File: src/rtl/ahb_arb_pkg.sv
// Shared types and constants for the round-robin AHB bus arbiter.
// Holds the FSM state encoding, the htrans codes and a transfer-type helper.
package ahb_arb_pkg;

  typedef enum logic [1:0] {
    PARK   = 2'd0,
    OWN    = 2'd1,
    LOCKED = 2'd2
  } arb_state_t;

  localparam logic [1:0] HTRANS_IDLE   = 2'b00;
  localparam logic [1:0] HTRANS_BUSY   = 2'b01;
  localparam logic [1:0] HTRANS_NONSEQ = 2'b10;
  localparam logic [1:0] HTRANS_SEQ    = 2'b11;

  // A beat counts toward the hold limit only when it actually moves data.
  function automatic logic is_active(input logic [1:0] trans);
    return (trans == HTRANS_NONSEQ) || (trans == HTRANS_SEQ);
  endfunction

endpackage

File: src/rtl/ahb_bus_arbiter_if.sv
// Request/grant bundle between the bus masters and the arbiter.
// The master modport is the arbiter side; the slave modport is the requester side.
interface ahb_bus_arbiter_if #(
  parameter int NUM_MASTERS = 4
);
  localparam int IW = $clog2(NUM_MASTERS);

  logic [NUM_MASTERS-1:0] hbusreq;
  logic [NUM_MASTERS-1:0] hlock;
  logic                   hready;
  logic [1:0]             htrans;
  logic [NUM_MASTERS-1:0] hgrant;
  logic [IW-1:0]          hmaster;
  logic                   hmastlock;

  modport master (
    input  hbusreq, hlock, hready, htrans,
    output hgrant, hmaster, hmastlock
  );

  modport slave (
    output hbusreq, hlock, hready, htrans,
    input  hgrant, hmaster, hmastlock
  );
endinterface

File: src/rtl/ahb_bus_arbiter_rr_pick.sv
// Combinational round-robin picker: first set request at or after start_idx,
// wrapping modulo NUM_MASTERS.
module rr_pick #(
  parameter int NUM_MASTERS = 4,
  parameter int IW          = $clog2(NUM_MASTERS)
) (
  input  logic [NUM_MASTERS-1:0] req,
  input  logic [IW-1:0]          start_idx,
  output logic [NUM_MASTERS-1:0] grant_oh,
  output logic [IW-1:0]          grant_idx,
  output logic                   valid
);

  int            idx;
  logic [IW-1:0] idx_w;

  // NOTE: every output gets a default before the loop so no latch is inferred.
  always_comb begin
    grant_oh  = '0;
    grant_idx = '0;
    valid     = 1'b0;
    idx       = 0;
    idx_w     = '0;
    for (int i = 0; i < NUM_MASTERS; i++) begin
      idx   = (int'(start_idx) + i) % NUM_MASTERS;
      idx_w = IW'(idx);
      if (!valid && req[idx_w]) begin
        valid            = 1'b1;
        grant_idx        = idx_w;
        grant_oh[idx_w]  = 1'b1;
      end
    end
  end

endmodule

File: src/rtl/ahb_bus_arbiter.sv
// Round-robin AHB bus arbiter with locked-sequence support, hold limit and
// parking on a default master. All outputs are registered.
module ahb_bus_arbiter
  import ahb_arb_pkg::*;
#(
  parameter int NUM_MASTERS    = 4,
  parameter int DEFAULT_MASTER = 0,
  parameter int MAX_HOLD       = 16
) (
  input  logic                hclk,
  input  logic                hreset,
  ahb_bus_arbiter_if.master   bus
);

  localparam int                     IW       = $clog2(NUM_MASTERS);
  localparam int                     HW       = $clog2(MAX_HOLD);
  localparam logic [IW-1:0]          DEF_IDX  = IW'(DEFAULT_MASTER);
  localparam logic [NUM_MASTERS-1:0] DEF_OH   = NUM_MASTERS'(1) << DEFAULT_MASTER;
  localparam logic [HW-1:0]          HOLD_MAX = HW'(MAX_HOLD - 1);
  localparam logic [IW-1:0]          LAST_IDX = IW'(NUM_MASTERS - 1);

  arb_state_t             state_q, state_d;
  logic [NUM_MASTERS-1:0] grant_q, grant_d;
  logic [IW-1:0]          owner_q, owner_d;
  logic [IW-1:0]          rr_ptr_q, rr_ptr_d;
  logic [HW-1:0]          hold_cnt_q, hold_cnt_d;
  logic [IW-1:0]          hmaster_q, hmaster_d;
  logic                   hmastlock_q, hmastlock_d;

  logic [IW-1:0]          search_start;
  logic [NUM_MASTERS-1:0] pick_oh;
  logic [IW-1:0]          pick_idx;
  logic                   pick_valid;
  logic                   others_pending;
  logic                   rearb;

  // rr_ptr always equals the current owner, so one picker serves both the
  // parked search and the handover search.
  assign search_start = (rr_ptr_q == LAST_IDX) ? '0 : rr_ptr_q + IW'(1);

  rr_pick #(
    .NUM_MASTERS (NUM_MASTERS),
    .IW          (IW)
  ) u_rr_pick (
    .req       (bus.hbusreq),
    .start_idx (search_start),
    .grant_oh  (pick_oh),
    .grant_idx (pick_idx),
    .valid     (pick_valid)
  );

  assign others_pending = |(bus.hbusreq & ~grant_q);

  always_comb begin
    state_d     = state_q;
    grant_d     = grant_q;
    owner_d     = owner_q;
    rr_ptr_d    = rr_ptr_q;
    hold_cnt_d  = hold_cnt_q;
    hmaster_d   = hmaster_q;
    hmastlock_d = hmastlock_q;
    rearb       = 1'b0;

    if (bus.hready) begin
      hmaster_d   = owner_q;
      hmastlock_d = (state_q == LOCKED);

      unique case (state_q)
        PARK:   rearb = pick_valid && (bus.hbusreq != DEF_OH);
        OWN: begin
          if (bus.hlock[owner_q]) begin
            state_d = LOCKED;
          end else begin
            rearb = !bus.hbusreq[owner_q] ||
                    (others_pending && (hold_cnt_q == HOLD_MAX));
          end
        end
        LOCKED: rearb = !bus.hlock[owner_q] && (bus.htrans == HTRANS_IDLE);
        default: state_d = PARK;
      endcase

      if (rearb) begin
        hold_cnt_d = '0;
        if (pick_valid) begin
          grant_d  = pick_oh;
          owner_d  = pick_idx;
          rr_ptr_d = pick_idx;
          state_d  = bus.hlock[pick_idx] ? LOCKED : OWN;
        end else begin
          grant_d  = DEF_OH;
          owner_d  = DEF_IDX;
          rr_ptr_d = DEF_IDX;
          state_d  = PARK;
        end
      end else if (state_d == PARK) begin
        hold_cnt_d = '0;
      end else if (is_active(bus.htrans) && (hold_cnt_q != HOLD_MAX)) begin
        hold_cnt_d = hold_cnt_q + HW'(1);
      end
    end
  end

  // NOTE: sequential state uses non-blocking assignments so all flops update together.
  always_ff @(posedge hclk or posedge hreset) begin
    if (hreset) begin
      state_q     <= PARK;
      grant_q     <= DEF_OH;
      owner_q     <= DEF_IDX;
      rr_ptr_q    <= DEF_IDX;
      hold_cnt_q  <= '0;
      hmaster_q   <= DEF_IDX;
      hmastlock_q <= 1'b0;
    end else begin
      state_q     <= state_d;
      grant_q     <= grant_d;
      owner_q     <= owner_d;
      rr_ptr_q    <= rr_ptr_d;
      hold_cnt_q  <= hold_cnt_d;
      hmaster_q   <= hmaster_d;
      hmastlock_q <= hmastlock_d;
    end
  end

  assign bus.hgrant    = grant_q;
  assign bus.hmaster   = hmaster_q;
  assign bus.hmastlock = hmastlock_q;

endmodule

File: src/flat_wrapper.sv
// flat-port wrapper written by rule: the top's interface ports become plain ports
module ahb_bus_arbiter_flat import ahb_arb_pkg::*;
#(
  parameter int NUM_MASTERS    = 4,
  parameter int DEFAULT_MASTER = 0,
  parameter int MAX_HOLD       = 16
)
  (hclk, hreset, bus_hbusreq, bus_hlock, bus_hready, bus_htrans, bus_hgrant, bus_hmaster, bus_hmastlock);
  ahb_bus_arbiter_if #(.NUM_MASTERS(NUM_MASTERS)) bus_i ();
  input  logic hclk;
  input  logic hreset;
  input wire logic [$bits(bus_i.hbusreq)-1:0] bus_hbusreq;
  input wire logic [$bits(bus_i.hlock)-1:0] bus_hlock;
  input wire logic [$bits(bus_i.hready)-1:0] bus_hready;
  input wire logic [$bits(bus_i.htrans)-1:0] bus_htrans;
  output wire logic [$bits(bus_i.hgrant)-1:0] bus_hgrant;
  output wire logic [$bits(bus_i.hmaster)-1:0] bus_hmaster;
  output wire logic [$bits(bus_i.hmastlock)-1:0] bus_hmastlock;
  assign bus_i.hbusreq = bus_hbusreq;
  assign bus_i.hlock = bus_hlock;
  assign bus_i.hready = bus_hready;
  assign bus_i.htrans = bus_htrans;
  assign bus_hgrant = bus_i.hgrant;
  assign bus_hmaster = bus_i.hmaster;
  assign bus_hmastlock = bus_i.hmastlock;
  ahb_bus_arbiter #(.NUM_MASTERS(NUM_MASTERS), .DEFAULT_MASTER(DEFAULT_MASTER), .MAX_HOLD(MAX_HOLD)) u_core (.hclk(hclk), .hreset(hreset), .bus(bus_i));
endmodule
File: config.mk
export PLATFORM = sky130hd
export DESIGN_NAME = ahb_bus_arbiter_flat
export DESIGN_NICKNAME = d
export VERILOG_FILES = /design/src/rtl/ahb_arb_pkg.sv /design/src/rtl/ahb_bus_arbiter_if.sv /design/src/rtl/ahb_bus_arbiter_rr_pick.sv /design/src/rtl/ahb_bus_arbiter.sv /design/src/flat_wrapper.sv
export SDC_FILE = /design/constraint.sdc
export NUM_CORES = 1
export LEC_CHECK = 0
export CAP_MARGIN = 5
export CORE_ASPECT_RATIO = 0.6
export CORE_UTILIZATION = 54
export CTS_CLUSTER_SIZE = 40
export DETAILED_ROUTE_END_ITERATION = 8
export MAX_ROUTING_LAYER = met4
export PLACE_DENSITY = 0.8
export SLEW_MARGIN = 20
export SYNTH_ARGS = -nofsm -noshare
export SYNTH_HDL_FRONTEND = slang
export SYNTH_SLANG_ARGS = --single-unit
File: constraint.sdc
create_clock -name hclk -period 4.3 [get_ports hclk]
set_clock_uncertainty 0.15 [all_clocks]
set_input_delay 0.86 -clock hclk [delete_from_list [all_inputs] [get_ports hclk]]
set_output_delay 0.86 -clock hclk [all_outputs]
set_load 0.05 [all_outputs]
Word-level counts from Yosys, hierarchy flattened:

Index checks and enable logic that the tools add are counted.

* register bits: 15
* latch bits: 0
* RAM bits: 0
* memory bits (read-only): 0
* bits of input ports: 13
* logic and storage cells: 109
* memories kept: 0

* $add $sub $neg: 5
* multiply operators: 0
* divide/modulo/power cells: 0
* $lt $le $gt $ge: 10
* eq/ne operators: 8
* shift operators: 0
* muxes and demuxes: 49
* bitwise operators: 5
* reductions and logical operators: 26

Operators by type and width (count)
* 4-bit two-way mux: 8
* 2-bit two-way mux: 11
* 2-bit by 3-bit < comparator with 1-bit output (second input constant): 6
* 1-bit two-way mux: 17
* 1-bit binary-select mux with 2-bit select: 7
* 4-bit OR: 3
* 1-bit logical AND: 11
* 1-bit demux with 2-bit select: 4
* 2-bit equality test (second input constant): 4
* 2-bit by 1-bit greater-or-equal comparator with 1-bit output (second input constant): 4
* 2-bit logical NOT: 3
* 1-bit logical NOT: 5
* 2-bit by 1-bit adder with 2-bit output (second input constant): 2
* 2-bit adder (second input constant): 2
* 4-bit by 1-bit adder with 4-bit output (second input constant): 1
* 4-bit AND: 1
* 4-bit equality test (second input constant): 1
* 4-bit by 1-bit inequality test with 1-bit output (second input constant): 1
* 4-bit inequality test (second input constant): 1
* 4-bit NOT: 1
* 2-bit case mux with 2 select lines: 1
* 2-bit AND reduction: 2
* 4-bit OR reduction: 1
* 1-bit case mux with 3 select lines: 1
* 4 further kinds: 5

Longest topological paths before layout:

* depth in word-level cells: 19
* depth in mapped cells: 11
* depth with buffers taken out: 8

Cells and area by module:

Synthesis repeated with hierarchy kept, for this count alone.

* cell total of the unflattened synthesis: 135
* area total of the unflattened synthesis: 1358.8 um^2

By module, submodules not included
* ahb_bus_arbiter: instances 1, cells each 90, area each 939.7 um^2
* rr_pick: instances 1, cells each 45, area each 419.2 um^2

Worst setup path before layout:

OpenSTA, ideal clock, no wires.

* path kind: register to register
* from: register u_core.owner_q[0]
* to: register u_core.state_q[0]
* setup time: 122 ps
* data arrival time: 2781 ps
* data required time: 4028 ps
* setup slack: 1248 ps
* stages on the path, launching flop included: 11
* buffers on the path: 3
* clock period less this slack: 3052 ps
* cells stage by stage: dfrtp_1 > buf_6 > buf_2 > inv_1 > ha_1 > mux4_2 > clkbuf_1 > a2111o_1 > o31a_1 > mux2_4 > a32o_1

* word-level cells in the longest chain between the ends: 19

RTL lines
* start, declared: line ahb_bus_arbiter.sv:24 `logic [IW-1:0] owner_q, owner_d;`
* start signal, assigned: line ahb_bus_arbiter.sv:116 `owner_q <= owner_d;`
* branches (longest 18 deep; another with 2-bit by 1-bit adder with 2-bit output)
* 2-bit two-way mux *: line ahb_bus_arbiter.sv:82 `if (rearb) begin`
* end signal, assigned: line ahb_bus_arbiter.sv:114 `state_q <= state_d;`
* end, declared: line ahb_bus_arbiter.sv:22 `arb_state_t state_q, state_d;`

Mark *: on every way between the ends. The select of a mux whose other input is x is not followed.
A chain may end at the register's enable or synchronous reset.

Worst setup path after layout:

* from: input port bus_hbusreq[2]
* to: register u_core.state_q[0]

* word-level cells in the longest chain between the ends: 17

RTL lines
* start, declared: line flat_wrapper.sv:12 `input wire logic [$bits(bus_i.hbusreq)-1:0] bus_hbusreq;`
* 1-bit binary-select mux with 2-bit select: line ahb_bus_arbiter_rr_pick.sv:27 `if (!valid && req[idx_w]) begin`
* 1-bit two-way mux (implied by the code): line ahb_bus_arbiter_rr_pick.sv:27
* 1-bit two-way mux: line ahb_bus_arbiter_rr_pick.sv:27
* 1-bit logical NOT: line ahb_bus_arbiter_rr_pick.sv:27
* 1-bit logical AND: line ahb_bus_arbiter_rr_pick.sv:27
* 1-bit two-way mux: line ahb_bus_arbiter_rr_pick.sv:27
* 1-bit logical NOT: line ahb_bus_arbiter_rr_pick.sv:27
* 1-bit logical AND: line ahb_bus_arbiter_rr_pick.sv:27
* 1-bit two-way mux: line ahb_bus_arbiter_rr_pick.sv:27
* 1-bit logical NOT: line ahb_bus_arbiter_rr_pick.sv:27
* 1-bit logical AND: line ahb_bus_arbiter_rr_pick.sv:27
* 2-bit two-way mux: line ahb_bus_arbiter_rr_pick.sv:27
* 1-bit binary-select mux with 2-bit select: line ahb_bus_arbiter.sv:88 `state_d = bus.hlock[pick_idx] ? LOCKED : OWN;`
* 1-bit two-way mux (implied by the code): line ahb_bus_arbiter.sv:88
* 2-bit two-way mux: line ahb_bus_arbiter.sv:88
* 2-bit two-way mux: line ahb_bus_arbiter.sv:84 `if (pick_valid) begin`
* 2-bit two-way mux *: line ahb_bus_arbiter.sv:82

Every way passes the cells marked *; elsewhere a longest branch is shown, timed or not. The select of a mux whose other input is x is not followed.

==> summary.md <==
| Metric | Value |
|---|---|
| Seq/Total Area, Yosys | 27.77% |
| RSZ-0062 raised after global routing | false |
| Vias in the first global route | 1021 |
| Fin Setup TNS | 0 ns |
| Clock tree buffer depth | 2 |
| Synth warnings | 0 |
| Peak VDD IR | 0.3887 mV |
| Int Pwr | 0.0006206 W |
| NetSw | 0.0005956 W |
| Critical R2R Capture | u_core.state_q[0] |
| Slowest CP cell | clkdlybuf4s50_1 |
| HP Class | flip-flop to flip-flop |
| Ratio of cells with drive above 1 in the final layout | ~14% |
| Number of antenna cells inserted | 0 |
| Largest net degree at the start of global routing | 18 |
| DR vias | approximately 1200 |
| Flops & latches, synth | 15 |
| Distinct cells, synth | 48 |
| Seq pwr share | 21.4% |
| Hold-fix buffers at CTS | 0 |
| Worst Tran Pin Value | 0.5873 ns |
| Total Power | 0.001216 W |
| Commonest non-fill, non-tap cells in the layout | clkdlybuf4s50_1, dfrtp_1, mux2i_1, nor2_1, ha_1 |
| Post-DR wirelength/cell | ~18 um |
| Hold path startpoint | u_core.bus.hmastlock |
| Hold Vio Cnt, Final | 0 |
| WP data required | between 4 and 5 ns |
| Switching part of the total | 48.97% |
| Clock-pin slew of the registers on the worst-case setup and hold paths | about 0.070 ns |
| Root buffer cell | clkbuf_8 |
| Avg Cell Area, Syn | 9.758 um2 |
| Die H | 40.82 um |
| Fmax achieved | 301.1 MHz |
| PwrDens | 760.6 mW/mm2 |
| Commonest non-fill, non-tap cell in the layout | clkdlybuf4s50_1 |
| Crit end category | flip-flop |
| Placed Area | 0.001550 mm2 |
| Worst path bufs/invs | 1 |
| Routability cong. | 1.053 |
| Clock Latency Late Sink | 0.26 ns |
| WHS Endpoint | u_core.bus.hmastlock |
| Worst Path Class, Setup | input pin to flip-flop |
| Relative slew slack | ~61% |
| First-pass GRT wire length | 5319 um |
| Num rows | 13 |
| EDFF count, synth | 0 |
| Ys flop type | dfrtp_1 |
| Gate Count Post-Synth | 139 |
| Area grow syn2layout | 17.90% |
| Cell Area, Synth | 0.001356 mm2 |
| Type of origin of the critical path | input pin |
| Mapped Nets | 160 |
| Cell family with most CP delay | compound AO/OA/AOI/OAI gates |
| Fin area | 0.001599 mm2 |
| R2r worst-path depth | 8 |
| Post-CTS sizing | 0 |
| Reg-to-reg startpoint | u_core.owner_q[1] |
| Final Max Slew Viols | 0 |
| DP Wirelength | 2500 um |
| Multi-input logic area | 919.6 um2 |
| Outcome | complete, no violations |
| Asr flop ratio synth | 100.0% |
| TritonCTS Sinks | 15 |
| Fin nets | 177 |
| DR iter-0 viols | 134 |
| Congestion Overflow GR | 0 |
| Period Utilization, post-route | 77.22% |
| Cell Chain, Critical Path | clkdlybuf4s50_1 -> mux2_2 -> or4_1 -> a21oi_2 -> o31a_1 -> mux2_4 -> a32o_1 |
| Arr. time, crit path | 3.32 ns |
| Pleak | 0.6502 nW |
| Tot GR Track Use | 29.28% |
| Setup WS pre-CTS | approximately 0.76 ns |
| Setup violators final | 0 |
| Largest stage delay, worst path | 0.57 ns |
| Residual DRC count | 0 |
| Hold depth | 2 |
| Die area | 0.002723 mm2 |
| Post-route setup slack | 0.9793 ns |
| H-tree levels | 1 |
| Minimum clock period | roughly 3.3 ns |
| DR pass1 iterations | 4 |
| Storage cell area | 376.6 um2 |
| Top Ports | 20 |
| Comb pwr share | between 60 and 70% |
| Clock power share | 10.1% |
| Setup bufs post-CTS | 0 |
| Port buffer count | 19 |
| Final wirelength | 3378 um |
| TritonCTS clock tree | done |
| CP max FO | 10 |
| Initial antenna violation count | 0 |
| R2R setup slack | 1.25 ns |
| CTS Buf Count | 3 |
| Vias per cell | 6.530 |
| Die width | 66.70 um |
| Final ANT Viol Nets | 0 |
| Initial Util | 59.99% |
| Max-Cap Viols | 0 |
| Fillcell total | 172 |
| Area of the core | 0.002261 mm2 |
[kinds of logic (layout without fill, tap and decap cells)]
| logic type | count (synthesis) | count (layout) | synth area share [%] |
|---|---|---|---|
| and+or+nand+nor | 44 | 44 | 18.64 |
| AOI/OAI and AO/OA | 36 | 36 | 19.37 |
| muxes | 23 | 23 | 22.42 |
| DFF | 15 | 15 | 27.77 |
| buffers and inverters | 13 | 29 | 4.427 |
| adders and majority gates | 8 | 8 | 7.380 |
[worst max path at each step]
stage	depth (start not counted)	slack (ns)	start	to
4_1_cts	7	1.03	bus_hbusreq[2]	u_core.state_q[0]
3_3_place_gp	7	0.82	bus_hbusreq[3]	u_core.state_q[0]
3_5_place_dp	7	0.76	bus_hbusreq[2]	u_core.state_q[0]
6_report	7	0.98	bus_hbusreq[2]	u_core.state_q[0]
2_1_floorplan	10	1.25	u_core.owner_q[0]	u_core.state_q[0]
5_1_grt	7	0.90	bus_hbusreq[1]	u_core.state_q[0]
[sequential cells by signal (all words and copies together) (netlist names)]
| name | flops |
|---|---|
| u_core.bus.hgrant | 4 |
| u_core.bus.hmaster | 2 |
| u_core.bus.hmastlock | 1 |
| u_core.hold_cnt_q | 4 |
| u_core.state_q | 2 |
| u_core.owner_q | 2 |
[cell usage after synthesis (3+ instances only)]
cell	n	area (um2)
dfrtp_1	14	350.3
nand2b_1	6	37.54
mux2_2	4	45.04
mux2i_1	9	90.09
mux2_1	4	45.04
clkbuf_1	4	15.01
nor2_1	8	30.03
o21ai_0	5	25.02
nand3_1	7	35.03
a21oi_1	7	35.03
o2bb2ai_1	3	26.28
inv_1	5	18.77
nand4_1	3	18.77
mux4_2	3	67.56
a221oi_1	3	26.28
nand2_1	6	22.52
ha_1	8	100.1
buf_2	3	15.01
[routing by layer]
metal / track usage (%) / up-vias / part of all wire, %
li1: - / 567 / -
met1: 41.32 / 563 / 46
met2: 40.66 / 69 / 41
met3: 7.500 / 9 / 10
met4: 9.043 / 0 / 1.9
met5: - / - / 0
[final cells by class]
class / instances / area share (%)
timing repair buffer: 20 / 12.36
sequential: 15 / 23.55
tap: 30 / 2.347
clock buffer: 3 / 2.582
clock inverter: 1 / 0.4695
inverter: 5 / 1.174
multi-input combinational: 111 / 57.51
[power by group through the flow]
stage / logic, W / registers, W / clock network (W)
6_report: 0.000834 / 0.000260 / 0.000122
5_1_grt: 0.000896 / 0.000270 / 0.000129
4_1_cts: 0.000821 / 0.000259 / 0.000123
3_5_place_dp: 0.000812 / 0.000262 / 0
3_3_place_gp: 0.000802 / 0.000259 / 0
2_1_floorplan: 0.000551 / 0.000338 / 0
[through the flow]
step | hold WS, ns | utilization [%] | instances
floorplan | 0.3224 | - | 139
global placement | 0.3397 | 68.57 | 181
detailed placement | 0.3565 | 68.57 | 181
CTS | 0.3723 | 70.73 | 185
global route | 0.3806 | 70.73 | 185
finish | 0.3687 | 70.73 | 185
[worst register-to-register path, cell delays in order (launching register included)]
cell,delay [ns]
dfrtp_1,0.56
inv_1,0.14
ha_1,0.30
or2_0,0.37
mux2_4,0.38
a2111o_1,0.36
o31a_1,0.13
mux2_4,0.31
a32o_1,0.24
(Power assumes the default switching activity.)
